<file path="config.mk">
export PLATFORM = sky130hd
export DESIGN_NAME = wb_uart_flat
export DESIGN_NICKNAME = d
export VERILOG_FILES = /design/src/rtl/wb_uart_if.sv /design/src/rtl/wb_uart.sv /design/src/flat_wrapper.sv
export SDC_FILE = /design/constraint.sdc
export NUM_CORES = 1
export LEC_CHECK = 0
export ABC_AREA = 1
export CORE_MARGIN = 2
export CORE_UTILIZATION = 59
export CTS_CLUSTER_DIAMETER = 40
export DETAILED_ROUTE_END_ITERATION = 8
export PLACE_DENSITY = 0.86
export SKIP_LAST_GASP = 1
export SYNTH_ARGS = -nofsm -noshare
export SYNTH_HDL_FRONTEND = slang
export SYNTH_SLANG_ARGS = --single-unit
</file>
<file path="constraint.sdc">
create_clock -name clk -period 2.1 [get_ports clk]
set_input_delay 0.315 -clock clk [delete_from_list [all_inputs] [get_ports clk]]
set_output_delay 0.315 -clock clk [all_outputs]
set_load 0.02 [all_outputs]
</file>
<file path="src/rtl/wb_uart_if.sv">
// if_wb: single-cycle Wishbone subset used by the J1 bridge.
// There is no ack; every strobed access completes in one clock.
interface if_wb;
  logic [15:0] adr;
  logic [15:0] dat_m;
  logic [15:0] dat_s;
  logic        stb;
  logic        cyc;
  logic        we;

  modport master (
    output adr, dat_m, stb, cyc, we,
    input  dat_s
  );

  modport slave (
    input  adr, dat_m, stb, cyc, we,
    output dat_s
  );
endinterface

</file>
<file path="src/rtl/wb_uart.sv">
// wb_uart: zero-wait-state Wishbone UART, 8N1 TX behind a small FIFO,
// 8N1 RX into a single holding register, status and baud divisor.
module wb_uart #(
  parameter logic [15:0] BASE      = 16'hF000,
  parameter int          TX_DEPTH  = 4,
  parameter logic [15:0] DIV_RESET = 16'd433
) (
  input  logic clk,
  input  logic rst_n,
  if_wb.slave  wb,
  input  logic rxd,
  output logic txd,
  output logic irq
);
  localparam int AW = $clog2(TX_DEPTH);

  typedef enum logic [1:0] {
    IDLE,
    START,
    DATA,
    STOP
  } st_t;

  logic       sel;
  logic       wr;
  logic       rd;
  logic [1:0] idx;
  logic       data_rd;
  logic       stat_wr;
  logic       unused_adr0;

  assign sel     = wb.stb & wb.cyc
                 & (wb.adr[15:3] == BASE[15:3]);
  assign idx     = wb.adr[2:1];
  assign wr      = sel & wb.we;
  assign rd      = sel & ~wb.we;
  assign data_rd = rd & (idx == 2'd0);
  assign stat_wr = wr & (idx == 2'd1);
  assign unused_adr0 = wb.adr[0];

  logic [15:0] div;
  logic [7:0]  rx_data;
  logic        rx_valid;
  logic        rx_ovr;
  logic        rx_ferr;

  logic [7:0]  mem [TX_DEPTH];
  logic [AW:0] wp;
  logic [AW:0] rp;
  logic        empty;
  logic        full;
  logic        push;
  logic        pop;

  assign empty = (wp == rp);
  assign full  = (wp[AW] != rp[AW])
               && (wp[AW-1:0] == rp[AW-1:0]);
  // A pop on the same edge frees the slot, so a full push still lands.
  assign push  = wr & (idx == 2'd0) & (~full | pop);

  always_ff @(posedge clk or negedge rst_n) begin
    if (!rst_n) begin
      wp <= '0;
      rp <= '0;
      for (int i = 0; i < TX_DEPTH; i++) mem[i] <= 8'h00;
    end else begin
      if (push) begin
        mem[wp[AW-1:0]] <= wb.dat_m[7:0];
        wp <= wp + (AW+1)'(1);
      end
      if (pop) rp <= rp + (AW+1)'(1);
    end
  end

  st_t         tx_st;
  st_t         tx_st_n;
  logic [15:0] tx_tmr;
  logic [15:0] tx_tmr_n;
  logic [2:0]  tx_cnt;
  logic [2:0]  tx_cnt_n;
  logic [7:0]  tx_sh;
  logic [7:0]  tx_sh_n;
  logic        tx_exp;
  logic        tx_busy;

  assign tx_exp  = (tx_tmr == 16'd0);
  assign tx_busy = ~empty | (tx_st != IDLE);

  always_comb begin
    tx_st_n  = tx_st;
    tx_tmr_n = tx_tmr - 16'd1;
    tx_cnt_n = tx_cnt;
    tx_sh_n  = tx_sh;
    pop      = 1'b0;
    unique case (tx_st)
      IDLE: begin
        tx_tmr_n = tx_tmr;
        if (!empty) begin
          pop      = 1'b1;
          tx_sh_n  = mem[rp[AW-1:0]];
          tx_tmr_n = div;
          tx_st_n  = START;
        end
      end
      START: if (tx_exp) begin
        tx_tmr_n = div;
        tx_cnt_n = 3'd0;
        tx_st_n  = DATA;
      end
      DATA: if (tx_exp) begin
        tx_tmr_n = div;
        tx_sh_n  = tx_sh >> 1;
        tx_cnt_n = tx_cnt + 3'd1;
        if (tx_cnt == 3'd7) tx_st_n = STOP;
      end
      STOP: if (tx_exp) begin
        tx_tmr_n = div;
        if (!empty) begin
          pop     = 1'b1;
          tx_sh_n = mem[rp[AW-1:0]];
          tx_st_n = START;
        end else begin
          tx_st_n = IDLE;
        end
      end
    endcase
  end

  always_ff @(posedge clk or negedge rst_n) begin
    if (!rst_n) begin
      tx_st  <= IDLE;
      tx_tmr <= '0;
      tx_cnt <= '0;
      tx_sh  <= '0;
      txd    <= 1'b1;
    end else begin
      tx_st  <= tx_st_n;
      tx_tmr <= tx_tmr_n;
      tx_cnt <= tx_cnt_n;
      tx_sh  <= tx_sh_n;
      txd    <= (tx_st == START) ? 1'b0
              : (tx_st == DATA)  ? tx_sh[0]
              : 1'b1;
    end
  end

  logic        rx_s1;
  logic        rx_s2;
  logic        rx_prev;
  st_t         rx_st;
  st_t         rx_st_n;
  logic [15:0] rx_tmr;
  logic [15:0] rx_tmr_n;
  logic [2:0]  rx_cnt;
  logic [2:0]  rx_cnt_n;
  logic [7:0]  rx_sh;
  logic [7:0]  rx_sh_n;
  logic        rx_exp;
  logic        rx_done;
  logic        rx_bad;

  assign rx_exp = (rx_tmr == 16'd0);

  always_comb begin
    rx_st_n  = rx_st;
    rx_tmr_n = rx_tmr - 16'd1;
    rx_cnt_n = rx_cnt;
    rx_sh_n  = rx_sh;
    rx_done  = 1'b0;
    rx_bad   = 1'b0;
    unique case (rx_st)
      IDLE: begin
        rx_tmr_n = rx_tmr;
        if (rx_prev & ~rx_s2) begin
          rx_tmr_n = {1'b0, div[15:1]};
          rx_st_n  = START;
        end
      end
      START: if (rx_exp) begin
        rx_tmr_n = div;
        rx_cnt_n = 3'd0;
        rx_st_n  = rx_s2 ? IDLE : DATA;
      end
      DATA: if (rx_exp) begin
        rx_tmr_n = div;
        rx_sh_n  = {rx_s2, rx_sh[7:1]};
        rx_cnt_n = rx_cnt + 3'd1;
        if (rx_cnt == 3'd7) rx_st_n = STOP;
      end
      STOP: if (rx_exp) begin
        rx_done = rx_s2;
        rx_bad  = ~rx_s2;
        rx_st_n = IDLE;
      end
    endcase
  end

  always_ff @(posedge clk or negedge rst_n) begin
    if (!rst_n) begin
      rx_s1   <= 1'b1;
      rx_s2   <= 1'b1;
      rx_prev <= 1'b1;
      rx_st   <= IDLE;
      rx_tmr  <= '0;
      rx_cnt  <= '0;
      rx_sh   <= '0;
    end else begin
      rx_s1   <= rxd;
      rx_s2   <= rx_s1;
      rx_prev <= rx_s2;
      rx_st   <= rx_st_n;
      rx_tmr  <= rx_tmr_n;
      rx_cnt  <= rx_cnt_n;
      rx_sh   <= rx_sh_n;
    end
  end

  // Completion beats a same-edge DATA read; set beats a same-edge clear.
  always_ff @(posedge clk or negedge rst_n) begin
    if (!rst_n) begin
      div      <= DIV_RESET;
      rx_data  <= 8'h00;
      rx_valid <= 1'b0;
      rx_ovr   <= 1'b0;
      rx_ferr  <= 1'b0;
    end else begin
      if (wr && idx == 2'd2) div <= wb.dat_m;
      if (rx_done) begin
        rx_data  <= rx_sh;
        rx_valid <= 1'b1;
      end else if (data_rd) begin
        rx_valid <= 1'b0;
      end
      if (rx_done & rx_valid & ~data_rd) rx_ovr <= 1'b1;
      else if (stat_wr & wb.dat_m[3]) rx_ovr <= 1'b0;
      if (rx_bad) rx_ferr <= 1'b1;
      else if (stat_wr & wb.dat_m[4]) rx_ferr <= 1'b0;
    end
  end

  assign irq = rx_valid;

  always_comb begin
    wb.dat_s = 16'h0000;
    if (sel) begin
      unique case (1'b1)
        idx == 2'd0: wb.dat_s = {8'h00, rx_data};
        idx == 2'd1: wb.dat_s = {11'b0, rx_ferr, rx_ovr,
                                 tx_busy, full, rx_valid};
        idx == 2'd2: wb.dat_s = div;
        idx == 2'd3: wb.dat_s = 16'h0000;
      endcase
    end
  end
endmodule
</file>
<file path="src/flat_wrapper.sv">
// flat-port wrapper written by rule: the top's interface ports become plain ports
module wb_uart_flat 
#(
  parameter logic [15:0] BASE      = 16'hF000,
  parameter int          TX_DEPTH  = 4,
  parameter logic [15:0] DIV_RESET = 16'd433
)
  (clk, rst_n, rxd, txd, irq, wb_adr, wb_dat_m, wb_stb, wb_cyc, wb_we, wb_dat_s);
  if_wb wb_i ();
  input  logic clk;
  input  logic rst_n;
  input  logic rxd;
  output logic txd;
  output logic irq;
  input wire logic [$bits(wb_i.adr)-1:0] wb_adr;
  input wire logic [$bits(wb_i.dat_m)-1:0] wb_dat_m;
  input wire logic [$bits(wb_i.stb)-1:0] wb_stb;
  input wire logic [$bits(wb_i.cyc)-1:0] wb_cyc;
  input wire logic [$bits(wb_i.we)-1:0] wb_we;
  output wire logic [$bits(wb_i.dat_s)-1:0] wb_dat_s;
  assign wb_i.adr = wb_adr;
  assign wb_i.dat_m = wb_dat_m;
  assign wb_i.stb = wb_stb;
  assign wb_i.cyc = wb_cyc;
  assign wb_i.we = wb_we;
  assign wb_dat_s = wb_i.dat_s;
  wb_uart #(.BASE(BASE), .TX_DEPTH(TX_DEPTH), .DIV_RESET(DIV_RESET)) u_core (.clk(clk), .rst_n(rst_n), .wb(wb_i), .rxd(rxd), .txd(txd), .irq(irq));
endmodule
</file>
==> impl_metrics.tcl <==
set metrics [dict create \
    status "finished clean" \
    stdcell_count 1277 \
    wl_um 20700 \
    vias 7352 \
    drt_pass1_iterations 7 \
    clock_sinks 127 \
    clockRootBuffer "clkbuf_16" \
    placed_area_mm2 0.00840 \
    dieWidth_um 115 \
    crit_path_end_kind "register" \
    postLayoutCoreUtil_pct 75.4 \
    postRouteAntennaNets 0 \
    dp.cells 1239 \
    synth.avg_cell_area_um2 7.36 \
    clk_latency_ps 420 \
    grt_antenna_before_repair 0 \
    leakage_nw 4.51 \
    netlist_area_mm2 0.00733 \
    synth_fp_nets 1056 \
    slew_violations 0 \
    netlist_top_cells_area "dfrtp_1 (40%), nand2_1 (18%), nand3_1 (4.8%)" \
    r2r-start "u_core.rx_tmr[0]" \
    ys_seq_elements 127 \
    yosysWarnings 0 \
    pwr-share-clk_pct 29.4 \
    hold_viol_final 0 \
    path_class "reg -> reg" \
    crit_buf_inv 2 \
    clkSlewWorstSetupHoldPaths_ps 60 \
    power.density_mw_per_mm2 1240 \
    cp.required_ps 2460 \
    cp_cell_sequence "inv_1, ha_1, nand3_2, nor2_2, nand3_2, nor2_4, buf_4, nand2_1, nand3_1, nand3_1, nand2_1" \
    drc 0 \
    finalCritPeriodShare_pct 96.2 \
    syn-instance-count 997 \
    syn2layout_area_growth_pct 24.1 \
    cp.arrival_ps 2380 \
    grt_pass1_wl_um 34000 \
    clk_path_buf_depth 2 \
    route.detailed.vias_per_inst 5.76 \
    critPathTopFamily "simple AND/OR/NAND/NOR gates" \
    finClkSkew_ps 7.93 \
    hold_path_class "in -> async" \
    power_switching_mw 4.48 \
    rows 40 \
    start_kind "register" \
    swShare_pct 39.8 \
    pwr-share-seq_pct 29.1 \
    gp_congestion 0.952 \
    fillers 869 \
    grt_pass1_vias 6991 \
    comb_power_share_pct 41.5 \
    grt_start_max_net_pins 60 \
    worst_slew_pin_slew_ps 481 \
    cap_violations 0 \
    numCtsBuffers 17 \
    design_area_mm2 0.00910 \
    grt_usage_pct 32.9 \
    grt_overflow_total 0 \
    io_buffers 54 \
    fin_tns_setup_ps 0 \
    setup_viol 0 \
    ioPinCount 56 \
    drive_gt1_share_pct 15.4 \
    synth_area_leader_cell "dfrtp_1" \
    path_max_fanout 6 \
    p_total_mw 11.2 \
    ff2ff_setup_slack_ps 80 \
    drtIter0Drc 762 \
    nets 1155 \
    crit_slowest_cell "dfrtp_1" \
    cp_slowest_stage_delay_ps 390 \
    core_mm2 0.0121 \
    place_hpwl_um 14000 \
    slew-limit-headroom_pct 67.7 \
    die_y_um 115 \
    final_common_cell "nand2_1" \
    synth_top_area_share_pct 40.3 \
    peakVddDrop_uv 1030 \
    yosysSeqAreaShare_pct 43.5 \
    final.min_clock_period_ps 2020 \
    h-tree-depth 4 \
    cts_tree "done" \
    die_area_mm2 0.0133 \
    rr_worst_depth 11 \
    final_cell_mix "nand2_1 (354), dfrtp_1 (118), nand3_1 (69)" \
    intPower_mw 6.77 \
    start_util_pct 60.8 \
    crit_start "u_core.rx_tmr[0]" \
    r2r-end "u_core.rx_tmr[14]" \
    post_drt_wl_per_cell_um 16.2 \
    ys_types 35 \
    clock.fmax_mhz 495 \
    antennaDiodeCount 0 \
]
## through the flow
stage	hold slack (ps)	worst slack (ps)
floorplan	19.4	262
global placement	172	-334
detailed placement	175	-386
CTS	275	-27.5
global route	291	-10.3
finish	293	79.7
## registers in the layout, indices dropped and copies added (netlist names), 2 cells and up, named ones only
name            cells
u_core.mem         32
u_core.div         16
u_core.rp           3
u_core.rx_data      8
u_core.tx_sh        8
u_core.tx_st        2
u_core.rx_cnt       3
u_core.rx_tmr      16
u_core.wp           3
u_core.rx_sh        8
u_core.tx_tmr      16
u_core.tx_cnt       3
## power by group through the flow
stage | Combinational (mW) | Clock, mW | Sequential (mW)
floorplan | 3.25 | 0 | 3.22
global placement | 4.28 | 0 | 3.28
detailed placement | 4.42 | 0 | 3.28
CTS | 4.51 | 3.31 | 3.27
global route | 5.23 | 3.43 | 3.33
finish | 4.66 | 3.30 | 3.28
## what timing repair did
item / in CTS / in global routing
resized for setup: 71 / 23
endpoints found under the setup margin: 33 / 66
pin swaps: 0 / 5
hold endpoints to repair: 10 / 0
setup buffers: 0 / 5
hold buffers: 1 / 0
## synthesized netlist by cell type, drive strengths merged
library cell  instances
clkbuf               21
dfrtp               118
dfstp                 9
o31a                  1
o31ai                10
a22oi                 1
nand3                76
clkinv                3
xnor2                 7
nand2               364
o21ai                69
xor2                 11
nor2                 74
buf                  17
a21oi                47
a31oi                 6
a221oi                1
o21bai                2
inv                  80
nand4                38
ha                   21
nor3                 11
or2                   1
o211ai                9
## worst max-delay path by stage
| stage | endpoint | depth (start not counted) |
|---|---|---|
| floorplan | wb_dat_s[2] | 6 |
| global placement | wb_dat_s[1] | 9 |
| detailed placement | wb_dat_s[12] | 8 |
| CTS | wb_dat_s[1] | 8 |
| global route | u_core.rx_tmr[14] | 11 |
| finish | u_core.rx_tmr[14] | 11 |
## layout make-up
class	instances	area (um2)	share of cell area, %
clock buffer	19	453	4.98
clock inverter	13	208	2.28
inverter	83	312	3.42
multi-input combinational	749	3710	40.8
sequential	127	3190	35.1
tap	168	210	2.31
timing repair buffer	118	1010	11.2
## worst reg2reg max path, stage by stage, from the launching register on
cell and delay [ps]:
dfrtp_1 390, inv_1 120, ha_1 220, nand3_2 160, nor2_2 160, nand3_2 180
nor2_4 260, buf_4 190, nand2_1 60, nand3_1 80, nand3_1 70, nand2_1 70
## per-layer routing
| metal | global-route usage (%) | vias to the layer above | wire length [um] |
|---|---|---|---|
| met2 | 52.6 | 359 | 9900 |
| li1 | - | 3459 | - |
| met4 | 13.6 | 0 | 691 |
| met5 | 0 | - | 0 |
| met3 | 8.73 | 73 | 1910 |
| met1 | 42.6 | 3461 | 8210 |
## kinds of logic after synthesis
kind of cell / share of synthesized area [%]
DFF: 43.5
xor gates and xnor gates: 2.35
buffers and inverters: 6.74
AOI/OAI and AO/OA: 11.0
adders and majority gates: 3.58
and+or+nand+nor: 32.9
No activity file was read; power rests on OpenSTA's default activity.
